[src/rtl/mac_result_collector_pkg.sv]
// Shared constants for the MAC result collector slice.
//
// Holds the default widths and depths used by the collector and its FIFO:
//   MAC_ACC_WIDTH         - width of the MAC C output / stored result
//   MAC_COLLECT_DEPTH     - result FIFO entries (power of 2, >= 2)
//   MAC_COLLECT_CNT_WIDTH - width of the per-result op count
//   MAC_PIPE_LATENCY      - cycles from MAC op issue to valid C
package mac_result_collector_pkg;

  localparam int MAC_ACC_WIDTH         = 32;
  localparam int MAC_COLLECT_DEPTH     = 4;
  localparam int MAC_COLLECT_CNT_WIDTH = 8;
  localparam int MAC_PIPE_LATENCY      = 1;

endpackage

[src/rtl/mac_result_fifo.sv]
// First-word-fall-through result FIFO with synchronous active-high reset.
//
// Ports:
//   clk, rst - clock and synchronous reset
//   push     - write din this cycle (ignored when full unless a pop frees a slot)
//   pop      - consume the head entry (ignored when empty)
//   din      - entry to write
//   dout     - head entry, valid whenever empty is low
//   empty    - no entries held
//   full     - DEPTH entries held
//   count    - number of entries held
module mac_result_fifo #(
  parameter int WIDTH = 40,
  parameter int DEPTH = 4
) (
  input  logic                     clk,
  input  logic                     rst,
  input  logic                     push,
  input  logic                     pop,
  input  logic [WIDTH-1:0]         din,
  output logic [WIDTH-1:0]         dout,
  output logic                     empty,
  output logic                     full,
  output logic [$clog2(DEPTH):0]   count
);

  localparam int AW = $clog2(DEPTH);
  localparam int CW = AW + 1;

  logic [WIDTH-1:0] mem [DEPTH];
  logic [AW-1:0]    wr_ptr;
  logic [AW-1:0]    rd_ptr;
  logic             do_push;
  logic             do_pop;

  assign empty = (count == '0);
  assign full  = (count == CW'(DEPTH));

  // A pop on a full FIFO frees the slot the same-cycle push lands in.
  assign do_pop  = pop & ~empty;
  assign do_push = push & (~full | do_pop);

  assign dout = mem[rd_ptr];

  // Storage carries no reset; only pointers and occupancy define validity.
  always_ff @(posedge clk) begin
    if (do_push) begin
      mem[wr_ptr] <= din;
    end
  end

  // Pointers wrap naturally because DEPTH is a power of two.
  always_ff @(posedge clk) begin
    if (rst) begin
      wr_ptr <= '0;
      rd_ptr <= '0;
      count  <= '0;
    end else begin
      if (do_push) begin
        wr_ptr <= wr_ptr + AW'(1);
      end
      if (do_pop) begin
        rd_ptr <= rd_ptr + AW'(1);
      end
      if (do_push && !do_pop) begin
        count <= count + CW'(1);
      end else if (!do_push && do_pop) begin
        count <= count - CW'(1);
      end
    end
  end

endmodule

[src/rtl/mac_result_collector.sv]
// Collects completed MAC results and streams them out over valid/ready.
//
// Each issued op is tagged {valid, last, acc_mode} and the tag is delayed by
// the MAC latency so it lines up with mac_c. Multiply-only ops push one result
// each; accumulate runs push one result at their last op, carrying the number
// of ops folded in. The issuer is throttled by credits: FIFO occupancy plus
// in-flight ops that will push must stay below DEPTH.
//
// Ports:
//   clk, rst       - clock and synchronous active-high reset
//   in_valid       - MAC op issued this cycle
//   in_ready       - issuer may assert in_valid this cycle
//   in_last        - final op of an accumulate run
//   in_acc_mode    - accumulate-mode bit of the op's MAC config
//   mac_c          - MAC block C output
//   out_valid      - result available at the head
//   out_ready      - consumer accepts the head
//   out_data       - result value
//   out_count      - number of ops folded into the result
//   err_overflow   - sticky flag: op issued while in_ready was low
//   err_clear      - clears err_overflow (wins over a same-cycle set)
module mac_result_collector
  import mac_result_collector_pkg::*;
#(
  parameter int ACC_WIDTH = MAC_ACC_WIDTH,
  parameter int LATENCY   = MAC_PIPE_LATENCY,
  parameter int DEPTH     = MAC_COLLECT_DEPTH,
  parameter int CNT_WIDTH = MAC_COLLECT_CNT_WIDTH
) (
  input  logic                 clk,
  input  logic                 rst,
  input  logic                 in_valid,
  output logic                 in_ready,
  input  logic                 in_last,
  input  logic                 in_acc_mode,
  input  logic [ACC_WIDTH-1:0] mac_c,
  output logic                 out_valid,
  input  logic                 out_ready,
  output logic [ACC_WIDTH-1:0] out_data,
  output logic [CNT_WIDTH-1:0] out_count,
  output logic                 err_overflow,
  input  logic                 err_clear
);

  localparam int TAG_VALID = 2;
  localparam int TAG_LAST  = 1;
  localparam int TAG_ACC   = 0;
  localparam int OCC_W     = $clog2(DEPTH) + 1;
  localparam int SUM_W     = $clog2(DEPTH + LATENCY + 1) + 1;
  localparam logic [CNT_WIDTH-1:0] CNT_MAX = '1;

  logic [2:0]                     tag_pipe [LATENCY];
  logic [2:0]                     commit_tag;
  logic [CNT_WIDTH-1:0]           run_cnt;
  logic [CNT_WIDTH-1:0]           run_cnt_next;
  logic [CNT_WIDTH-1:0]           run_cnt_inc;
  logic [CNT_WIDTH-1:0]           push_cnt;
  logic                           commit_push;
  logic                           fifo_push;
  logic                           fifo_empty;
  logic                           fifo_full;
  logic [OCC_W-1:0]               fifo_count;
  logic [ACC_WIDTH+CNT_WIDTH-1:0] fifo_dout;
  logic [SUM_W-1:0]               pending;

  // A tag that will eventually push a FIFO entry when it commits.
  function automatic logic tag_pushes(input logic [2:0] tag);
    return tag[TAG_VALID] & (~tag[TAG_ACC] | tag[TAG_LAST]);
  endfunction

  // Tag shift register; never stalls, mirrors the MAC pipeline exactly.
  always_ff @(posedge clk) begin
    if (rst) begin
      for (int i = 0; i < LATENCY; i++) begin
        tag_pipe[i] <= '0;
      end
    end else begin
      tag_pipe[0] <= {in_valid, in_last, in_acc_mode};
      for (int i = 1; i < LATENCY; i++) begin
        tag_pipe[i] <= tag_pipe[i-1];
      end
    end
  end

  assign commit_tag  = tag_pipe[LATENCY-1];
  assign run_cnt_inc = (run_cnt == CNT_MAX) ? run_cnt : run_cnt + CNT_WIDTH'(1);

  // Commit decision; a multiply-only op also discards any stray partial run.
  always_comb begin
    commit_push  = 1'b0;
    push_cnt     = CNT_WIDTH'(1);
    run_cnt_next = run_cnt;
    if (commit_tag[TAG_VALID]) begin
      if (!commit_tag[TAG_ACC]) begin
        commit_push  = 1'b1;
        run_cnt_next = '0;
      end else if (!commit_tag[TAG_LAST]) begin
        run_cnt_next = run_cnt_inc;
      end else begin
        commit_push  = 1'b1;
        push_cnt     = run_cnt_inc;
        run_cnt_next = '0;
      end
    end
  end

  always_ff @(posedge clk) begin
    if (rst) begin
      run_cnt <= '0;
    end else begin
      run_cnt <= run_cnt_next;
    end
  end

  // Results arriving at a full FIFO with no pop are dropped (only after an
  // illegal issue can this happen).
  assign fifo_push = commit_push & (~fifo_full | out_ready);

  // Credits reserved by in-flight ops that will push.
  always_comb begin
    pending = '0;
    for (int i = 0; i < LATENCY; i++) begin
      pending = pending + SUM_W'(tag_pushes(tag_pipe[i]));
    end
  end

  assign in_ready = (SUM_W'(fifo_count) + pending) < SUM_W'(DEPTH);

  // Sticky overflow flag; clear takes priority over a same-cycle set.
  always_ff @(posedge clk) begin
    if (rst) begin
      err_overflow <= 1'b0;
    end else if (err_clear) begin
      err_overflow <= 1'b0;
    end else if (in_valid && !in_ready) begin
      err_overflow <= 1'b1;
    end
  end

  mac_result_fifo #(
    .WIDTH(ACC_WIDTH + CNT_WIDTH),
    .DEPTH(DEPTH)
  ) u_fifo (
    .clk   (clk),
    .rst   (rst),
    .push  (fifo_push),
    .pop   (out_ready),
    .din   ({mac_c, push_cnt}),
    .dout  (fifo_dout),
    .empty (fifo_empty),
    .full  (fifo_full),
    .count (fifo_count)
  );

  assign out_valid              = ~fifo_empty;
  assign {out_data, out_count}  = fifo_dout;

endmodule

[config.mk]
export PLATFORM = sky130hd
export DESIGN_NAME = mac_result_collector
export DESIGN_NICKNAME = d
export VERILOG_FILES = /design/src/rtl/mac_result_collector_pkg.sv /design/src/rtl/mac_result_fifo.sv /design/src/rtl/mac_result_collector.sv
export SDC_FILE = /design/constraint.sdc
export NUM_CORES = 1
export LEC_CHECK = 0
export ABC_AREA = 0
export CAP_MARGIN = 20
export CORE_MARGIN = 1.5
export CORE_UTILIZATION = 50
export DETAILED_ROUTE_END_ITERATION = 12
export PLACE_DENSITY_LB_ADDON = 0.05
export SKIP_CTS_REPAIR_TIMING = 1
export SYNTH_ARGS = -nofsm -noshare
export SYNTH_HDL_FRONTEND = slang
export SYNTH_SLANG_ARGS = --single-unit
export TNS_END_PERCENT = 100
[constraint.sdc]
create_clock -name clk -period 4 [get_ports clk]
set_input_delay 1 -clock clk [delete_from_list [all_inputs] [get_ports clk]]
set_output_delay 1 -clock clk [all_outputs]
set_load 0.01 [all_outputs]
==> results of run 1 <==
==> placed cells by master (no fill, tap or decap), types with 2 or more instances in the layout <==
cell type        count
a2111oi_0            2
a211oi_1             3
a21o_1               2
a21oi_1             11
a31oi_1              5
and2_2               4
and3_1               5
and4_1               2
buf_4                8
bufinv_16            3
clkbuf_16           17
clkdlybuf4s50_1     81
clkinv_1             3
clkinv_2             3
clkinv_4             2
clkinvlp_4           4
dfxtp_1             19
edfxtp_1           160
ha_1                 6
inv_1                7
mux2i_1              2
mux4_2              40
nand2_1              5
nand3_1              7
nand4_1              3
nor2_1               7
nor2b_1              5
nor3_1               4
o21ai_0              5
o31ai_1              2
or3_1                3
xnor2_1              2
xor2_1               4
==> logic make-up (layout without fill, tap and decap cells) <==
family | count (synthesis) | count (layout) | share of synthesized area, %
simple gates | 55 | 55 | 4.890
fa+ha+maj | 7 | 7 | 1.356
flops | 181 | 181 | 74.53
compound gates | 38 | 38 | 3.587
buf+inv | 24 | 129 | 1.749
xor+xnor | 6 | 6 | 0.7496
mux | 42 | 42 | 13.14
==> metal layers <==
layer / global-route usage, % / share of wire, % / wire length [um]
met2: 28.67 / 50 / 6112
met4: 6.397 / 1.3 / 157
met3: 4.135 / 4.2 / 509
met1: 24.33 / 45 / 5465
met5: 0 / 0 / 0
==> per-stage QoR <==
step | instance area [um^2] | hold slack [ps] | instances | util, %
after CTS | 8630 | 525.9 | 638 | 62.65
final | 8630 | 525.6 | 638 | 62.65
after floorplan | 7010 | 475.1 | 353 | -
after global placement | 8040 | 510.1 | 606 | 58.38
after global routing | 8630 | 551.4 | 638 | 62.65
after detailed placement | 8040 | 515.2 | 606 | 58.38
==> power by group through the flow <==
stage / sequential [mW] / clock [mW] / combinational [mW]
finish: 2.26 / 1.64 / 0.995
global route: 2.28 / 1.74 / 1.06
CTS: 2.26 / 1.67 / 1.01
detailed placement: 2.30 / 0 / 1.01
global placement: 2.30 / 0 / 1.00
floorplan: 2.20 / 0 / 0.636
==> registers in the layout, indices dropped and copies added (netlist names), named ones only <==
signal         count
err_overflow       1
run_cnt            8
tag_pipe           3
u_fifo.count       3
u_fifo.mem       160
u_fifo.rd_ptr      2
u_fifo.wr_ptr      2
==> critical path: cells and delay by family, from the launching register on <==
kind | cells | cell delay [ps]
multiplexers | 1 | 520
flip-flops | 1 | 660
buffers and inverters | 2 | 810
==> worst max path at each step <==
stage               from                           end
2_1_floorplan  out_ready    u_fifo.mem[0][0]$_DFFE_PP_
3_3_place_gp   out_ready  u_fifo.count[2]$_SDFFE_PP0P_
3_5_place_dp   out_ready  u_fifo.count[2]$_SDFFE_PP0P_
4_1_cts        flip-flop                  out_data[16]
5_1_grt        flip-flop                  out_data[16]
6_report       flip-flop                  out_data[21]
==> area by class of cell <==
cell class | instances | area (um^2) | area share, %
Timing Repair Buffer | 90 | 890.9 | 10.32
Clock inverter | 15 | 163.9 | 1.899
Inverter | 7 | 26.28 | 0.3045
Multi-Input combinational cell | 148 | 1668 | 19.33
Sequential cell | 181 | 5230 | 60.61
Clock buffer | 17 | 425.4 | 4.930
Tap cell | 180 | 225.2 | 2.610
==> impl_metrics.py, run 1 <==
metrics = {
    "status": {
        "status": "finished clean",
    },
    "power": {
        "finalPower_mw": 4.886,
        "ir_drop_uv": 286.9,
        "swShare_pct": 23.68,
        "pwr-share-seq_pct": 46.2,
        "p_clk_share_pct": 33.5,
        "pwr-share-comb_pct": 20.4,
        "p_leak_nw": 2.719,
        "powerDensity_nw_per_um2": 566.2,
        "switching_power_mw": 1.157,
        "internal_power_mw": 3.729,
    },
    "worst_setup_path": {
        "crit_fanout": 24,
        "r2r-end": "u_fifo.count[2]$_SDFFE_PP0P_",
        "cp_slowest_stage_delay_ps": 660,
        "critical-path-slowest-cell": "dfxtp_4",
        "reg2reg_slack_ps": 1540,
        "worstRegToRegCells": 8,
        "start_kind": "flip-flop",
        "critPathKind": "reg -> out",
        "cp-end-kind": "output pin",
        "arrival_ps": 2420,
        "cp.required_ps": 3000,
        "rr_startpoint": "tag_pipe[0][2]$_SDFF_PP0_",
        "path_cells": "buf_4 -> mux4_2 -> clkdlybuf4s50_1",
    },
    "yosys": {
        "syn_nets": 399,
        "synth_cells": 353,
        "ys_ff_latch": 181,
        "synth_area_um2": 7010,
        "avgSynthCellArea_um2": 19.86,
        "yosysMostFrequentCell": "edfxtp_1",
        "synth_flop_cell": "edfxtp_1",
        "yosys-top-cells-count": "edfxtp_1, mux4_2, dfxtp_1",
        "yosys.area.top_type": "edfxtp_1",
        "ys_async_sr_fraction_pct": 0,
        "synth_edf_count": 160,
        "seq_area_frac_synth_pct": 74.53,
        "ys_warn_count": 0,
        "synth_top_area_share_pct": 68.53,
        "synth.distinct_cells": 47,
        "ys_top_cells_by_area": "edfxtp_1, mux4_2, dfxtp_1, ha_1, a21oi_1",
    },
    "floorplanning": {
        "io_pins": 82,
        "core-area_um2": 13770,
        "die-area_um2": 14740,
        "rows": 43,
        "initial_core_util_pct": 50.90,
        "die_h_um": 121.4,
        "die_w_um": 121.4,
    },
    "route": {
        "drcViolationCount": 0,
        "ant_nets": 0,
        "via_count": 3591,
        "viasPerCell": 5.629,
        "wire_per_inst_um": 19.19,
        "drt_iter0_drc": 247,
        "firstDrtPassIters": 4,
        "routed_wl_mm": 12.24,
    },
    "min_path": {
        "holdPathEnd": "run_cnt[1]$_SDFFE_PP0P_",
        "hold_path_startpoint": "run_cnt[1]$_SDFFE_PP0P_",
        "whs_path_depth": 2,
        "hold_class": "reg -> reg",
    },
    "cts": {
        "cts_max_level": 4,
        "cts_tree": "yes",
        "clk_pin_slew_ps": 70,
        "cts_buffer_depth": 2,
        "cts_buffers": 17,
        "clockRootBuffer": "clkbuf_16",
        "clock_latency_ps": 420,
        "cts_sinks": 181,
    },
    "global_route": {
        "grt_max_degree": 41,
        "grt.overflow.total": 0,
        "grt_usage_pct": 17.92,
        "grt_pass1_vias": 3632,
        "grt_pass1_wl_mm": 19.48,
        "antenna_found_initial": 0,
    },
    "sta": {
        "rsz0062_at_grt": "false",
        "hold_viol_final": 0,
        "finalSetupTns_ps": 0,
        "fmax_ghz": 0.2928,
        "setup_viol": 0,
        "slew_headroom_pct": 57.30,
        "min_period_over_period_pct": 85.38,
        "worst_pin_slew_ps": 640.5,
        "fin_skew_ps": 7.717,
        "period_minus_slack_ps": 3415,
        "drv_slew": 0,
        "layout_setup_ws_ps": 584.6,
    },
    "cells_and_area": {
        "drive_above_1_share_pct": 19.87,
        "nets": 491,
        "antenna_cells": 0,
        "syn2layout_area_growth_pct": 23.09,
        "fillers": 1017,
    },
    "placement": {
        "place.gp.congestion": 0.8566,
        "dp_slack_ps": 724.8,
        "numPortBuffers": 81,
        "dp_hpwl_mm": 7.551,
    },
    "job": {
        "drv_cap": 0,
    },
}
(Power assumes the default switching activity.)
==> run 2, diff against run 1 <==
--- a/config.mk
+++ b/config.mk
@@ -5,7 +5,7 @@
 export SDC_FILE = /design/constraint.sdc
 export NUM_CORES = 1
 export LEC_CHECK = 0
-export ABC_AREA = 0
+export ABC_AREA = 1
 export CAP_MARGIN = 20
 export CORE_MARGIN = 1.5
 export CORE_UTILIZATION = 50
==> run 2 against run 1 <==
Compared with the run above:
- final cell count is 31% higher
- final area is 1.0% higher
- total power up 1.2%
- core utilization up 0.41 points
- setup slack got worse by 61 ps
- non-clock buffer count rose by 3
- clock skew up 1.2 ps
- flip-flop and latch count did not move
- combinational power up 11%
- critical endpoint is now out_data[27]
- largest power group unchanged
==> impl_metrics.py, run 2 <==
metrics = {
    "yosys": {
        "synth_mux_area_share_pct": 0,
        "yosys.area.top_type": "edfxtp_1",
        "synth_edf_count": 160,
        "synth_cells": 557,
        "ys_warn_count": 0,
        "syn_nets": 603,
        "ys_ff_latch": 181,
        "yosys-top-cells-count": "edfxtp_1, nor2_1, o21ai_0",
        "synth_top_family_by_area": "compound AO/OA/AOI/OAI gates",
        "ys_top_cells_by_area": "edfxtp_1, dfxtp_1, o21ai_0, nor2_1, o22ai_1",
        "yosys.area_share.xor_xnor_pct": 0.2482,
        "synth-simple-area-share_pct": 9.218,
        "synth.distinct_cells": 28,
        "synth_area_um2": 7058,
        "avgSynthCellArea_um2": 12.67,
        "ys_async_sr_fraction_pct": 0,
        "yosys.area_share.adder_pct": 1.347,
        "synth_flop_cell": "edfxtp_1",
        "synth_compound_area_share_pct": 11.95,
        "synth_top_area_share_pct": 68.07,
        "seq_area_frac_synth_pct": 74.03,
        "yosysMostFrequentCell": "edfxtp_1",
    },
    "global_route": {
        "grt_max_degree": 47,
        "use_met2_pct": 31.95,
        "grt_pass1_wl_mm": 21.96,
        "use_met3_pct": 5.852,
        "grt.overflow.total": 0,
        "antenna_found_initial": 0,
        "top_usage_layer": "met2",
        "use_met1_pct": 26.14,
        "grt_pass1_vias": 4347,
        "grt_usage_pct": 19.84,
    },
    "floorplanning": {
        "die_w_um": 121.8,
        "initial_core_util_pct": 51.05,
        "core-area_um2": 13830,
        "io_pins": 82,
        "rows": 43,
        "die-area_um2": 14840,
        "die_h_um": 121.8,
    },
    "sta": {
        "rsz0062_at_grt": "false",
        "finalSetupTns_ps": 0,
        "layout_setup_ws_ps": 523.2,
        "min_period_over_period_pct": 86.92,
        "drv_slew": 0,
        "slew_headroom_pct": 57.61,
        "fmax_ghz": 0.2876,
        "setup_viol": 0,
        "fin_skew_ps": 8.882,
        "period_minus_slack_ps": 3477,
        "worst_pin_slew_ps": 635.9,
        "hold_viol_final": 0,
    },
    "cells_and_area": {
        "fillers": 1043,
        "final_common_cell": "edfxtp_1",
        "final_area_um2": 8720,
        "mostFrequentLayoutCells": "edfxtp_1, nor2_1, clkdlybuf4s50_1",
        "final_util_pct": 63.06,
        "drive_above_1_share_pct": 8.716,
        "top_register": "u_fifo.mem",
        "reg_top3": "u_fifo.mem x160, run_cnt x8",
        "largest_reg_flops": 160,
        "antenna_cells": 0,
        "syn2layout_area_growth_pct": 23.54,
        "nets": 687,
    },
    "min_path": {
        "whs_path_depth": 2,
        "holdPathEnd": "err_overflow$_SDFFE_PP0P_",
        "hold_path_startpoint": "err_overflow$_SDFFE_PP0P_",
        "hold_class": "reg -> reg",
    },
    "cts": {
        "clockRootBuffer": "clkbuf_16",
        "clk_pin_slew_ps": 60,
        "cts_buffers": 17,
        "cts_sinks": 181,
        "cts_buffer_depth": 2,
        "clock_latency_ps": 420,
        "cts_tree": "yes",
        "cts_max_level": 4,
    },
    "power": {
        "powerDensity_nw_per_um2": 567.3,
        "ir_drop_uv": 340.2,
        "p_leak_nw": 2.917,
    },
    "worst_setup_path": {
        "critical-path-slowest-cell": "clkdlybuf4s50_1",
        "arrival_ps": 2480,
        "r2r-end": "u_fifo.count[2]$_SDFFE_PP0P_",
        "rr_startpoint": "tag_pipe[0][2]$_SDFF_PP0_",
        "crit_fanout": 46,
        "critPathKind": "reg -> out",
        "path_cells": "inv_2 -> buf_12 -> o21ai_0 -> o22ai_1 -> clkdlybuf4s50_1",
        "cp-end-kind": "output pin",
        "worstRegToRegCells": 11,
        "start_kind": "flip-flop",
        "cp.required_ps": 3000,
        "reg2reg_slack_ps": 1650,
        "cp_slowest_stage_delay_ps": 590,
    },
    "route": {
        "drt_iter0_drc": 332,
        "firstDrtPassIters": 4,
        "drcViolationCount": 0,
        "routed_wl_mm": 14.04,
        "via_count": 4484,
        "viasPerCell": 5.376,
        "wire_per_inst_um": 16.84,
        "ant_nets": 0,
    },
    "placement": {
        "place.gp.congestion": 0.7960,
        "dp_slack_ps": 811.0,
        "placed_area_um2": 8123,
        "numPortBuffers": 81,
        "dp_hpwl_mm": 8.424,
    },
    "job": {
        "drv_cap": 0,
    },
    "status": {
        "status": "finished clean",
    },
}
run 2: changes by cell type after synthesis, moves of 20 or more:
cell	change
o22ai_1	+39
inv_1	+20
nor2_1	+87
mux4_2	-40
nand2_1	+35
o21ai_0	+74
run 2: layer usage:
layer  wire, um  up-vias
met2       6628      112
met1       6445     2174
met3        806       11
li1           -     2187
met5          0        -
met4        161        0
run 2: logic make-up (layout without fill, tap and decap cells):
family,after synthesis,in the layout
compound gates,154,154
fa+ha+maj,7,7
xor+xnor,2,2
simple gates,156,156
buf+inv,57,154
flops,181,181
run 2: area by class of cell:
cell class / instances / area, um^2 / area share (%)
Timing Repair Buffer: 93 / 925.9 / 10.62
Clock inverter: 12 / 160.2 / 1.837
Tap cell: 180 / 225.2 / 2.583
Multi-Input combinational cell: 319 / 1637 / 18.77
Sequential cell: 181 / 5226 / 59.94
Inverter: 29 / 108.9 / 1.248
Clock buffer: 20 / 436.7 / 5.008
run 2: power breakdown:
part	internal, mW	total [mW]	switching [mW]	leakage, nW
combinational	0.497	1.10	0.600	1.03
clock	1.04	1.68	0.648	0.294
sequential	2.13	2.17	0.0388	1.60
total	3.66	4.95	1.29	2.92
run 2: how the worst max path moves through the flow:
stage                    from                           end  slack (ps)
floorplan           out_ready    u_fifo.mem[0][0]$_DFFE_PP_         630
global placement    out_ready  u_fifo.count[2]$_SDFFE_PP0P_         840
detailed placement  out_ready  u_fifo.count[2]$_SDFFE_PP0P_         810
CTS                 flip-flop                  out_data[27]         510
global route        flip-flop                  out_count[0]         410
finish              flip-flop                  out_data[27]         520
run 2: through the flow:
step	instances	hold WS [ps]	power (mW)
floorplan	557	435.7	2.752
global placement	802	450.9	3.294
detailed placement	802	454.2	3.310
CTS	834	466.0	4.988
global route	834	508.2	5.159
finish	834	465.1	4.947
run 2: worst max-delay path: cells and delay by family, from the launching register on:
| family | cells | cell delay, ps |
|---|---|---|
| DFF | 1 | 330 |
| AOI/OAI and AO/OA | 2 | 350 |
| buffers and inverters | 3 | 1330 |
